--- src/rtl/spi_bus_bridge.sv ---
// SPI-slave to register-bus bridge, fully oversampled in the clk25 domain.
// A frame is: CMD byte (bit7 = write, bit6 = auto-increment), an address field
// of 8*ceil(ADDR_W/8) bits, then any number of DATA_W-bit words. SPI mode 0,
// MSB first.
//
// Ports:
//   clk25, rst_n            system clock, asynchronous active-low reset
//   spi_sck_i/cs_n_i/mosi_i asynchronous SPI pins (synchronised here)
//   spi_miso_o, spi_miso_oe MISO data and pad enable (enabled only while reading)
//   sys_addr_o, sys_wdata_o register-bus address and write data
//   sys_wr_o, sys_rd_o      one-cycle write / read strobes
//   sys_rdata_i             read data, valid RD_LAT cycles after sys_rd_o
//   busy_o                  synchronised chip-select asserted
//   frame_err_o             one-cycle pulse when CS rises mid-word
module spi_bus_bridge #(
  parameter int ADDR_W = 5,
  parameter int DATA_W = 8,
  parameter int RD_LAT = 1
) (
  input  logic              clk25,
  input  logic              rst_n,
  input  logic              spi_sck_i,
  input  logic              spi_cs_n_i,
  input  logic              spi_mosi_i,
  output logic              spi_miso_o,
  output logic              spi_miso_oe,
  output logic [ADDR_W-1:0] sys_addr_o,
  output logic [DATA_W-1:0] sys_wdata_o,
  output logic              sys_wr_o,
  output logic              sys_rd_o,
  input  logic [DATA_W-1:0] sys_rdata_i,
  output logic              busy_o,
  output logic              frame_err_o
);
  localparam int AF_W  = 8 * ((ADDR_W + 7) / 8);
  localparam int SR_W  = (AF_W > DATA_W) ? AF_W : DATA_W;
  localparam int CNT_W = $clog2(SR_W);

  typedef enum logic [2:0] {IDLE, CMD, ADDR, WDATA, RDATA} state_t;

  state_t state, state_next;

  logic sck_p0, sck_p1, sck_p2;
  logic cs_p0, cs_p1, cs_p2;
  logic mosi_p0, mosi_p1, mosi_p2;
  logic sck_rise, sck_fall, cs_fall, cs_rise;

  logic [CNT_W-1:0]  bit_cnt, last_idx;
  logic [SR_W-2:0]   in_sr;
  logic [SR_W-1:0]   shifted;
  logic              is_write, auto_inc;
  logic              last_bit, cmd_done, addr_done, wr_word, rd_word, abort;
  logic [2:0]        rd_q;
  logic [3:0]        rd_tap;
  logic              rd_ld;
  logic [DATA_W-1:0] miso_sr;
  logic              miso_q;

  // Stage p0/p1: two-flop synchronisers; stage p2: edge-detect register
  always_ff @(posedge clk25 or negedge rst_n) begin
    if (!rst_n) begin
      sck_p0  <= 1'b0;
      sck_p1  <= 1'b0;
      sck_p2  <= 1'b0;
      cs_p0   <= 1'b1;
      cs_p1   <= 1'b1;
      cs_p2   <= 1'b1;
      mosi_p0 <= 1'b0;
      mosi_p1 <= 1'b0;
      mosi_p2 <= 1'b0;
    end else begin
      sck_p0  <= spi_sck_i;
      sck_p1  <= sck_p0;
      sck_p2  <= sck_p1;
      cs_p0   <= spi_cs_n_i;
      cs_p1   <= cs_p0;
      cs_p2   <= cs_p1;
      mosi_p0 <= spi_mosi_i;
      mosi_p1 <= mosi_p0;
      mosi_p2 <= mosi_p1;
    end
  end

  assign sck_rise = sck_p1 & ~sck_p2;
  assign sck_fall = ~sck_p1 & sck_p2;
  assign cs_fall  = ~cs_p1 & cs_p2;
  assign cs_rise  = cs_p1 & ~cs_p2;
  assign busy_o   = ~cs_p1;

  // Most recent bits of the current field, LSB = bit arriving this cycle
  assign shifted = {in_sr, mosi_p2};

  always_ff @(posedge clk25 or negedge rst_n) begin
    if (!rst_n) state <= IDLE;
    else        state <= state_next;
  end

  always_comb begin
    state_next = state;
    last_idx   = '0;
    case (state)
      CMD:          last_idx = CNT_W'(7);
      ADDR:         last_idx = CNT_W'(AF_W - 1);
      WDATA, RDATA: last_idx = CNT_W'(DATA_W - 1);
      default:      last_idx = '0;
    endcase
    last_bit  = sck_rise && (state != IDLE) && (bit_cnt == last_idx);
    cmd_done  = 1'b0;
    addr_done = 1'b0;
    wr_word   = 1'b0;
    rd_word   = 1'b0;
    abort     = 1'b0;
    case (state)
      IDLE:  if (cs_fall) state_next = CMD;
      CMD:   if (last_bit) begin
               cmd_done   = 1'b1;
               state_next = ADDR;
             end
      ADDR:  if (last_bit) begin
               addr_done  = 1'b1;
               state_next = is_write ? WDATA : RDATA;
             end
      WDATA: wr_word = last_bit;
      RDATA: rd_word = last_bit;
      default: state_next = IDLE;
    endcase
    // A last bit arriving together with CS rise still counts as a complete word
    if ((state != IDLE) && cs_rise) begin
      state_next = IDLE;
      abort      = (bit_cnt != '0) && !last_bit;
    end
  end

  // Read-latency tap: tap 0 is the strobe itself, taps 1..3 are delayed copies
  assign rd_tap = {rd_q, sys_rd_o};
  assign rd_ld  = |(rd_tap & (4'b0001 << RD_LAT));

  always_ff @(posedge clk25 or negedge rst_n) begin
    if (!rst_n) begin
      bit_cnt     <= '0;
      in_sr       <= '0;
      is_write    <= 1'b0;
      auto_inc    <= 1'b0;
      sys_addr_o  <= '0;
      sys_wdata_o <= '0;
      sys_wr_o    <= 1'b0;
      sys_rd_o    <= 1'b0;
      frame_err_o <= 1'b0;
      rd_q        <= '0;
      miso_sr     <= '0;
      miso_q      <= 1'b0;
    end else begin
      if (state == IDLE) begin
        bit_cnt <= '0;
      end else if (sck_rise) begin
        in_sr   <= shifted[SR_W-2:0];
        bit_cnt <= last_bit ? '0 : bit_cnt + CNT_W'(1);
      end
      if (cmd_done) begin
        is_write <= shifted[7];
        auto_inc <= shifted[6];
      end
      // Reads advance before the lookahead strobe; writes advance after theirs
      if (addr_done)
        sys_addr_o <= shifted[ADDR_W-1:0];
      else if ((rd_word || sys_wr_o) && auto_inc)
        sys_addr_o <= sys_addr_o + ADDR_W'(1);
      if (wr_word)
        sys_wdata_o <= shifted[DATA_W-1:0];
      sys_wr_o    <= wr_word;
      sys_rd_o    <= (addr_done && !is_write) || rd_word;
      frame_err_o <= abort;
      rd_q        <= {rd_q[1:0], sys_rd_o};
      if (rd_ld)
        miso_sr <= sys_rdata_i;
      else if ((state == RDATA) && sck_fall)
        miso_sr <= {miso_sr[DATA_W-2:0], 1'b0};
      if (state != RDATA)
        miso_q <= 1'b0;
      else if (sck_fall)
        miso_q <= miso_sr[DATA_W-1];
    end
  end

  assign spi_miso_oe = (state == RDATA) && !cs_p1;
  assign spi_miso_o  = miso_q && spi_miso_oe;

endmodule

--- config.mk ---
export PLATFORM = sky130hd
export DESIGN_NAME = spi_bus_bridge
export DESIGN_NICKNAME = d
export VERILOG_FILES = /design/src/rtl/spi_bus_bridge.sv
export SDC_FILE = /design/constraint.sdc
export NUM_CORES = 1
export LEC_CHECK = 0
export CAP_MARGIN = 20
export CORE_UTILIZATION = 48
export DETAILED_ROUTE_END_ITERATION = 12
export PLACE_DENSITY = 0.86
export SETUP_SLACK_MARGIN = 0.1
export SLEW_MARGIN = 20
export SYNTH_ARGS = -nofsm -noshare
export SYNTH_HDL_FRONTEND = slang
export SYNTH_SLANG_ARGS = --single-unit
--- constraint.sdc ---
create_clock -name clk25 -period 2 [get_ports clk25]
set_input_delay 0.4 -clock clk25 [delete_from_list [all_inputs] [get_ports clk25]]
set_output_delay 0.4 -clock clk25 [all_outputs]
set_load 0.01 [all_outputs]
==> impl_metrics.csv <==
group,metric,value,unit
pwr,p_leak,0.00135,uW
synthesis,async_flop_share,100,%
synthesis,ys_ff_latch,50,
final_layout,antennaDiodeCount,0,
worst_setup_path,arrival,2340,ps
synthesis,synth_common_cells,"47 x dfrtp_1, 46 x nand2_1, 16 x o21ai_0",
pwr,clockPowerShare,15.0,%
worst_setup_path,crit_type,"reg -> reg",
global_route,grt_pass1_wl,7760,um
final_layout,finalNetCount,283,
pwr,switching_share,35.6,%
floorplanning,core_area,0.00438,sq mm
synthesis,synth_seq_area_share,57.0,%
sta,fmax,0.467,GHz
global_route,antenna_found_initial,0,
sta,grt_setup_unrepaired,"true",
synthesis,yosys.area.top_type,"dfrtp_1",
synthesis,yosysUniqueCellTypes,37,
final_layout,drive_above_1_share,29.7,%
synthesis,avgSynthCellArea,10.8,sq um
pwr,combPwrFrac,45.3,%
synthesis,synth_ff_type,"dfrtp_1",
global_route,grt-ovfl-total,0,
sta,worstMarginPinSlew,482,ps
synthesis,netlist.area_leader.share,53.4,%
worst_setup_path,crit_path_frequent_cell,"buf_4",
global_route,grt_usage,20.4,%
synthesis,netlist_area,0.00220,sq mm
synthesis,ys_warn_count,0,
worst_setup_path,r2r_end,"auto_inc$_DFFE_PN0P_",
cts,numCtsBuffers,5,
floorplanning,num_rows,24,
sta,slew_headroom,67.6,%
worst_setup_path,critPathBufInv,2,
detailed_routing,avgRoutedWirePerCell,14.6,um
pwr,peakVddDrop,841,uV
synthesis,synth_area_leaders,"dfrtp_1 53%, nand2_1 7.8%, mux2_2 5.6%",
floorplanning,initial_core_util,50.3,%
sta,finalSetupViolCount,17,
worst_setup_path,crit_family,"simple AND/OR/NAND/NOR gates",
pwr,total_power,3820,uW
pwr,seqPwrFrac,39.7,%
worst_setup_path,reg2reg_depth,8,
cts,cts_tree,"yes",
place,hpwl,3030,um
worst_setup_path,crit_path_end_kind,"flip-flop",
cts,cts_buffer_depth,2,
synthesis,synth_edf_count,0,
worst_setup_path,critPathMaxStageDelay,380,ps
floorplanning,die-area,0.00487,sq mm
worst_setup_path,ff2ff_setup_slack,-140,ps
min_path,hold_class,"in -> async",
synthesis,synth_fp_nets,220,
place,place_congestion,0.876,
worst_setup_path,cp_max_fo,3,
detailed_routing,remaining_drc_errors,0,
detailed_routing,wl,4660,um
sta,fin_crit,2140,ps
run_status,violations,"setup timing",
worst_setup_path,crit_slowest_cell,"dfrtp_1",
cts,path_clk_slew,80,ps
worst_setup_path,rr_startpoint,"state[2]$_DFFE_PN0P_",
worst_setup_path,crit_chain,"buf_4, or3_4, a2111oi_4, buf_4, o21ai_4, nor2_2, and2_4, mux2_4",
sta,fin_ws,-143,ps
run_status,outcome,"finished with violations",
detailed_routing,via_count,1710,
sta,fin_worst_skew,3.37,ps
cts,insertion_delay,300,ps
detailed_routing,vias_per_cell,5.38,
synthesis,synth.most_common_cell,"dfrtp_1",
sta,whs,69.5,ps
global_route,grt_pass1_vias,1719,
sta,report.final.slew_viol_count,0,
floorplanning,ios,32,
sta,finalHoldViolations,0,
cts,cts_sinks,50,
detailed_routing,drtPass1Iterations,4,
floorplanning,chipHeight,69.8,um
synthesis,postSynthCellCount,204,
floorplanning,die_x,69.8,um
flow_run,drv_cap,0,
global_route,grt_max_degree,51,
final_layout,synthToLayoutAreaGrowth,37.0,%
worst_setup_path,worstPathRequired,2190,ps
cts,root_buffer,"clkbuf_8",
detailed_routing,drt_iter0_drc,55,
cts,htree_num_levels,2,
worst_setup_path,start_kind,"flip-flop",
pwr,netSwitchingPower,1360,uW
pwr,p_int,2460,uW
place,io_buffer_count,31,
sta,finalCritPeriodShare,107,%
pwr,power_density,1260,mW/mm^2
detailed_routing,ant_nets,0,
registers in the layout, indices dropped and copies added, names as in the netlist, 3 cells and up:
name,flops
sys_addr_o,5
in_sr,7
sys_wdata_o,8
state,3
bit_cnt,3
miso_sr,8
worst register-to-register path, delay by kind of cell (launching register included):
kind	cells	cell delay [ps]
buffers and inverters	2	310
muxes	1	290
DFF	1	380
AOI/OAI and AO/OA	2	400
and+or+nand+nor	3	650
repair_timing:
item,CTS,global route
pin swaps,3,6
endpoints found under the setup margin,21,25
gates resized for setup,21,25
hold buffers,0,0
buffers inserted,8,2
hold endpoints to repair,0,0
how the worst max path moves through the flow:
stage,startpoint,cells past startpoint,end
global route,state[2]$_DFFE_PN0P_,8,sys_wdata_o[5]$_DFFE_PN0P_
detailed placement,state[1]$_DFFE_PN0P_,6,sys_wdata_o[3]$_DFFE_PN0P_
floorplan,state[0]$_DFFE_PN0P_,6,sys_addr_o[3]$_DFFE_PN0P_
CTS,state[2]$_DFFE_PN0P_,8,sys_wdata_o[3]$_DFFE_PN0P_
finish,state[2]$_DFFE_PN0P_,8,auto_inc$_DFFE_PN0P_
global placement,state[1]$_DFFE_PN0P_,6,auto_inc$_DFFE_PN0P_
area by class of cell:
class	count	area, sq um
fill	350	1370
sequential	50	1250
multi-input combinational	144	1040
timing repair buffer	60	553
clock buffer	6	82.6
tap	52	65.1
inverter	6	25.0
per-stage QoR:
step | TNS [ps] | setup WS [ps] | instances | cell area, sq um | utilization (%)
floorplan | -1520 | -190 | 204 | 2210 | -
global placement | -388 | -52.5 | 303 | 2730 | 62.3
detailed placement | -1110 | -109 | 303 | 2730 | 62.3
CTS | -1570 | -121 | 317 | 2940 | 67.0
global route | -3380 | -221 | 318 | 3020 | 68.8
finish | -1870 | -143 | 318 | 3020 | 68.8
kinds of logic after synthesis:
family,after synthesis,share of synthesized area (%)
xor gates and xnor gates,4,1.59
adders and majority gates,3,1.70
buffers and inverters,10,2.10
DFF,50,57.0
muxes,22,10.7
and+or+nand+nor,81,17.3
AOI/OAI and AO/OA,34,9.65
cells in the final DEF (no fill, tap or decap), drive strengths merged, types with 3 or more instances in the layout:
cell,instances
o21ai,18
inv,6
clkbuf,8
nand2,46
buf,30
nor3,3
nor2b,3
nor2,12
mux2,12
ha,3
clkdlybuf4s50,28
xnor2,3
a21oi,7
dfrtp,47
nand3,5
dfstp,3
mux2i,10
power by group through the flow:
stage | logic (uW) | clock network, uW | registers, uW
2_1_floorplan | 763 | 0 | 1510
3_3_place_gp | 1290 | 0 | 1520
3_5_place_dp | 1330 | 0 | 1540
4_1_cts | 1580 | 585 | 1510
5_1_grt | 1880 | 632 | 1560
6_report | 1730 | 571 | 1520
metal layers:
metal	global-route usage [%]	part of all wire, %	up-vias
li1	-	-	826
met1	26.7	46	833
met2	32.8	48	45
met3	6.69	5.2	6
met4	5.33	1.3	0
met5	0	0	-
(Power assumes the default switching activity.)
